File: src/rtl/hazard_ctrl.sv
// Stall/flush controller for the 5-stage MIPS pipeline.
// Bubbles load-use and jr hazards, squashes taken branches, freezes on dmem waits.
module hazard_ctrl #(
    parameter int TIMEOUT = 64,
    parameter int CNT_W   = 16
) (
    input  logic             i_clk,
    input  logic             i_rst_n,
    input  logic [4:0]       i_rs,
    input  logic [4:0]       i_rt,
    input  logic [1:0]       i_jump,
    input  logic             i_branch_taken,
    input  logic [4:0]       i_rf_wa_ex,
    input  logic             i_regwrite_ex,
    input  logic             i_memread_ex,
    input  logic             i_dmem_req,
    input  logic             i_dmem_ready,
    output logic             o_pc_write,
    output logic             o_ifid_write,
    output logic             o_idex_write,
    output logic             o_exmem_write,
    output logic             o_memwb_write,
    output logic             o_ifid_flush,
    output logic             o_idex_flush,
    output logic             o_mem_timeout,
    output logic [CNT_W-1:0] o_stall_cnt,
    output logic [CNT_W-1:0] o_bubble_cnt
);

    localparam int WC_W = $clog2(TIMEOUT + 1);
    localparam logic [WC_W-1:0] WC_MAX  = WC_W'(TIMEOUT);
    localparam logic [WC_W-1:0] WC_LAST = WC_W'(TIMEOUT - 1);

    typedef enum logic [1:0] {
        S_RUN     = 2'd0,
        S_WAIT    = 2'd1,
        S_RELEASE = 2'd2
    } state_t;

    state_t           r_state;
    state_t           w_state_nxt;
    logic             r_flush_pend;
    logic             w_flush_pend_nxt;
    logic [WC_W-1:0]  r_wcnt;
    logic             r_mem_timeout;
    logic [CNT_W-1:0] r_stall_cnt;
    logic [CNT_W-1:0] r_bubble_cnt;

    logic w_ldu;
    logic w_jrh;
    logic w_bubble;
    logic w_miss;
    logic w_flush_req;
    logic w_bubble_flush;
    logic w_enter_wait;
    logic w_in_wait;

    assign w_ldu = i_memread_ex && (i_rf_wa_ex != 5'd0)
                && ((i_rf_wa_ex == i_rs) || (i_rf_wa_ex == i_rt));
    assign w_jrh = (i_jump == 2'b10) && i_regwrite_ex
                && (i_rf_wa_ex != 5'd0) && (i_rf_wa_ex == i_rs);
    assign w_bubble     = w_ldu || w_jrh;
    assign w_miss       = i_dmem_req && !i_dmem_ready;
    assign w_flush_req  = r_flush_pend || i_branch_taken;
    assign w_in_wait    = (r_state == S_WAIT);
    assign w_enter_wait = !w_in_wait && (w_state_nxt == S_WAIT);

    // Next state and same-cycle enables/flushes; reset forces free-running outputs
    always_comb begin
        w_state_nxt      = r_state;
        w_flush_pend_nxt = r_flush_pend;
        w_bubble_flush   = 1'b0;
        o_pc_write       = 1'b1;
        o_ifid_write     = 1'b1;
        o_idex_write     = 1'b1;
        o_exmem_write    = 1'b1;
        o_memwb_write    = 1'b1;
        o_ifid_flush     = 1'b0;
        o_idex_flush     = 1'b0;
        if (i_rst_n) begin
            case (r_state)
                S_WAIT: begin
                    o_pc_write    = 1'b0;
                    o_ifid_write  = 1'b0;
                    o_idex_write  = 1'b0;
                    o_exmem_write = 1'b0;
                    o_memwb_write = 1'b0;
                    if (i_branch_taken)
                        w_flush_pend_nxt = 1'b1;
                    if (i_dmem_ready)
                        w_state_nxt = S_RELEASE;
                end
                S_RUN, S_RELEASE: begin
                    if (r_state == S_RUN && w_miss) begin
                        w_state_nxt = S_WAIT;
                    end else begin
                        if (w_bubble) begin
                            o_pc_write     = 1'b0;
                            o_ifid_write   = 1'b0;
                            o_idex_flush   = 1'b1;
                            w_bubble_flush = 1'b1;
                        end else begin
                            o_ifid_flush     = w_flush_req;
                            w_flush_pend_nxt = 1'b0;
                        end
                        w_state_nxt = w_miss ? S_WAIT : S_RUN;
                    end
                end
                default: w_state_nxt = S_RUN;
            endcase
        end
    end

    // State, pending flush, wait timer, sticky timeout and saturating counters
    always_ff @(posedge i_clk) begin
        if (!i_rst_n) begin
            r_state       <= S_RUN;
            r_flush_pend  <= 1'b0;
            r_wcnt        <= '0;
            r_mem_timeout <= 1'b0;
            r_stall_cnt   <= '0;
            r_bubble_cnt  <= '0;
        end else begin
            r_state      <= w_state_nxt;
            r_flush_pend <= w_flush_pend_nxt;
            if (w_enter_wait)
                r_wcnt <= '0;
            else if (w_in_wait && r_wcnt != WC_MAX)
                r_wcnt <= r_wcnt + WC_W'(1);
            if (w_in_wait && r_wcnt >= WC_LAST)
                r_mem_timeout <= 1'b1;
            if (w_in_wait && r_stall_cnt != '1)
                r_stall_cnt <= r_stall_cnt + CNT_W'(1);
            if (w_bubble_flush && r_bubble_cnt != '1)
                r_bubble_cnt <= r_bubble_cnt + CNT_W'(1);
        end
    end

    assign o_mem_timeout = r_mem_timeout;
    assign o_stall_cnt   = r_stall_cnt;
    assign o_bubble_cnt  = r_bubble_cnt;

endmodule

File: config.mk
export PLATFORM = sky130hd
export DESIGN_NAME = hazard_ctrl
export DESIGN_NICKNAME = d
export VERILOG_FILES = /design/src/rtl/hazard_ctrl.sv
export SDC_FILE = /design/constraint.sdc
export NUM_CORES = 1
export LEC_CHECK = 0
export CORE_MARGIN = 1.5
export CORE_UTILIZATION = 51
export CTS_CLUSTER_SIZE = 30
export DETAILED_ROUTE_END_ITERATION = 6
export PLACE_DENSITY = 0.93
export SYNTH_ARGS = -nofsm -noshare
export SYNTH_HDL_FRONTEND = slang
export SYNTH_SLANG_ARGS = --single-unit
File: constraint.sdc
create_clock -name i_clk -period 3.2 [get_ports i_clk]
set_input_delay 0.48 -clock i_clk [delete_from_list [all_inputs] [get_ports i_clk]]
set_output_delay 0.48 -clock i_clk [all_outputs]
set_load 0.02 [all_outputs]
==> results_dict.tcl <==
set metrics [dict create \
    rsz0062_at_grt "no" \
    ys_seq_area_share_pct 37.7 \
    num_rows 24 \
    clk_pin_slew_ns 0.08 \
    layoutNonFillerInstCount 379 \
    via_per_inst 5.55 \
    ant_nets 0 \
    cts_buffers 5 \
    yosysTopAreaCell "dfxtp_1" \
    drtIter0Drc 113 \
    synth-main-ff-cell "dfxtp_1" \
    drive_gt1_share_pct 6.12 \
    power_density_nw_per_um2 324 \
    grtUsageTotal_pct 21.8 \
    overflow 0 \
    dpl.cell_count 371 \
    required_ns 2.72 \
    syn_inst 261 \
    die_h_um 70.0 \
    status "finished clean" \
    skew_ns 0.00899 \
    multi_input_area_um2 1340 \
    period_share_pct 96.3 \
    routabilityCongestion 0.839 \
    drc 0 \
    final_core_util_pct 70.6 \
    crit_type "input pin to primary output" \
    routed_wl_um 5150 \
    cts_htree_levels 2 \
    holdCritStartpoint "o_bubble_cnt[9]$_SDFFE_PN0P_" \
    hold_viol_final 0 \
    tns_ns 0 \
    path_max_fanout 3 \
    final_design_area_no_fill_um2 3050 \
    die_x_um 70.0 \
    coreArea_um2 4320 \
    grt_antenna_before_repair 0 \
    finalCriticalPeriod_ns 3.08 \
    cts.sinks 43 \
    placed_cell_area_um2 2970 \
    dr.pass1.iters 4 \
    ioPinCount 64 \
    cts_max_path_buffers 2 \
    critPathArrivalTime_ns 2.60 \
    setup_viol 0 \
    cts_tree "built" \
    port-buffer-count 63 \
    crit_start "i_rf_wa_ex[1]" \
    cts_root_buf "clkbuf_8" \
    cap_violations 0 \
    cp-start-kind "input pin" \
    wl_per_cell_um 13.6 \
    area_growth_pct 33.5 \
    yosys_warnings 0 \
    worstSkewPairLatency_ns 0.30 \
    ys_types 42 \
    synthMostInstantiatedCell "dfxtp_1" \
    relSlewSlack_pct 40.0 \
    syn_area_um2 2290 \
    grt_pass1_vias 2001 \
    num_antenna_cells 0 \
    reg2reg_from "o_bubble_cnt[0]$_SDFFE_PN0P_" \
    ys_top_cells_by_count "dfxtp_1, xnor2_1, nand2_1" \
    ys_async_sr_fraction_pct 0 \
    grt_max_degree 43 \
    hold_path.class "register to register" \
    vdd_drop_max_v 0.000279 \
    synth_area_leaders "dfxtp_1, xnor2_1, and2_1" \
    dpl.hpwl_um 3770 \
    vias 2103 \
    syn_nets 289 \
    register_area_um2 861 \
    worst_slew_pin_slew_ns 0.892 \
    start_util_pct 52.9 \
    syn_avg_cell_area_um2 8.76 \
    hold_buffers 0 \
    leakagePower_nw 1.10 \
    netlist.area_leader.share_pct 37.7 \
    synth_edf_count 0 \
    max_freq_mhz 325 \
    die-area_um2 4890 \
    nFillCells 351 \
    crit_path_end_kind "primary output" \
    grt_pass1_wl_um 8720 \
    total_power_uw 988 \
    fin_nets 354 \
    synth-seq-cells 43 \
    slew_viol_final 0 \
]
through the flow:
| stage | setup WS (ns) | hold WS, ns |
|---|---|---|
| 3_3_place_gp | 0.0661 | 0.474 |
| 5_1_grt | 0.0868 | 0.533 |
| 6_report | 0.119 | 0.512 |
| 4_1_cts | 0.116 | 0.512 |
| 3_5_place_dp | -0.132 | 0.495 |
| 2_1_floorplan | 0.491 | 0.468 |
worst max-delay path, cell delays in order:
cell             delay [ns]
clkdlybuf4s50_1        0.47
or4_1                  0.57
o22ai_1                0.27
nand2b_1               0.20
nor3b_1                0.24
dlygate4sd2_1          0.36
per-layer routing:
layer / GRT usage (%) / routed length (µm)
met1: 27.9 / 2360
met3: 3.90 / 251
met4: 10.5 / 111
met2: 35.7 / 2430
met5: 0 / 0
where the power goes:
group	switching [mW]	leakage (nW)	internal (mW)
Clock	0.185	0.0477	0.150
Combinational	0.0513	0.709	0.0605
Sequential	0.00353	0.347	0.538
Total	0.240	1.10	0.748
what timing repair did:
action / in CTS / in global routing
pin swaps: 0 / 0
setup buffers: 0 / 0
endpoints found under the setup margin: 3 / 1
cloned: 0 / 0
gates resized for setup: 3 / 1
layout by cell type (no fill, tap or decap), drive strengths merged, types with 7 or more instances in the layout:
cell type,count
nand4,10
nor2,14
nor2b,7
a21oi,9
xnor2,22
xor2,10
nand2,21
and2,18
or3,8
o21ai,7
dfxtp,43
and3,7
clkdlybuf4s50,59
a21boi,8
nand3,16
buf,7
worst paths after layout:
check,depth (start not counted),to,slack [ns]
worst max register to register,7,o_bubble_cnt[5]$_SDFFE_PN0P_,0.72
worst min register to register,2,o_bubble_cnt[9]$_SDFFE_PN0P_,0.51
worst max-delay path,6,o_ifid_flush,0.12
worst min-delay path,2,o_bubble_cnt[9]$_SDFFE_PN0P_,0.51
flip-flops by register name (all words and copies together), names as in the netlist:
signal and count:
r_state 2, o_bubble_cnt 16, o_stall_cnt 16, r_flush_pend 1, o_mem_timeout 1, r_wcnt 7
cells by family after synthesis:
kind of cell,after synthesis,synth area share [%]
AND/OR/NAND/NOR,120,29.4
flip-flops,43,37.7
AO/OA/AOI/OAI,40,12.9
XOR/XNOR,32,12.3
buffers and inverters,18,3.83
multiplexers,4,1.75
adder cells (fa/ha/maj),4,2.19
layout make-up:
cell class / instances / area share [%]
multi-input cells: 200 / 43.8
flip-flops and latches: 43 / 28.2
repair buffers: 70 / 22.3
clock buffers: 5 / 2.26
well taps: 52 / 2.13
inverters: 6 / 0.738
clock inverters: 3 / 0.492
Note: power is estimated with default switching activity, not from simulation.
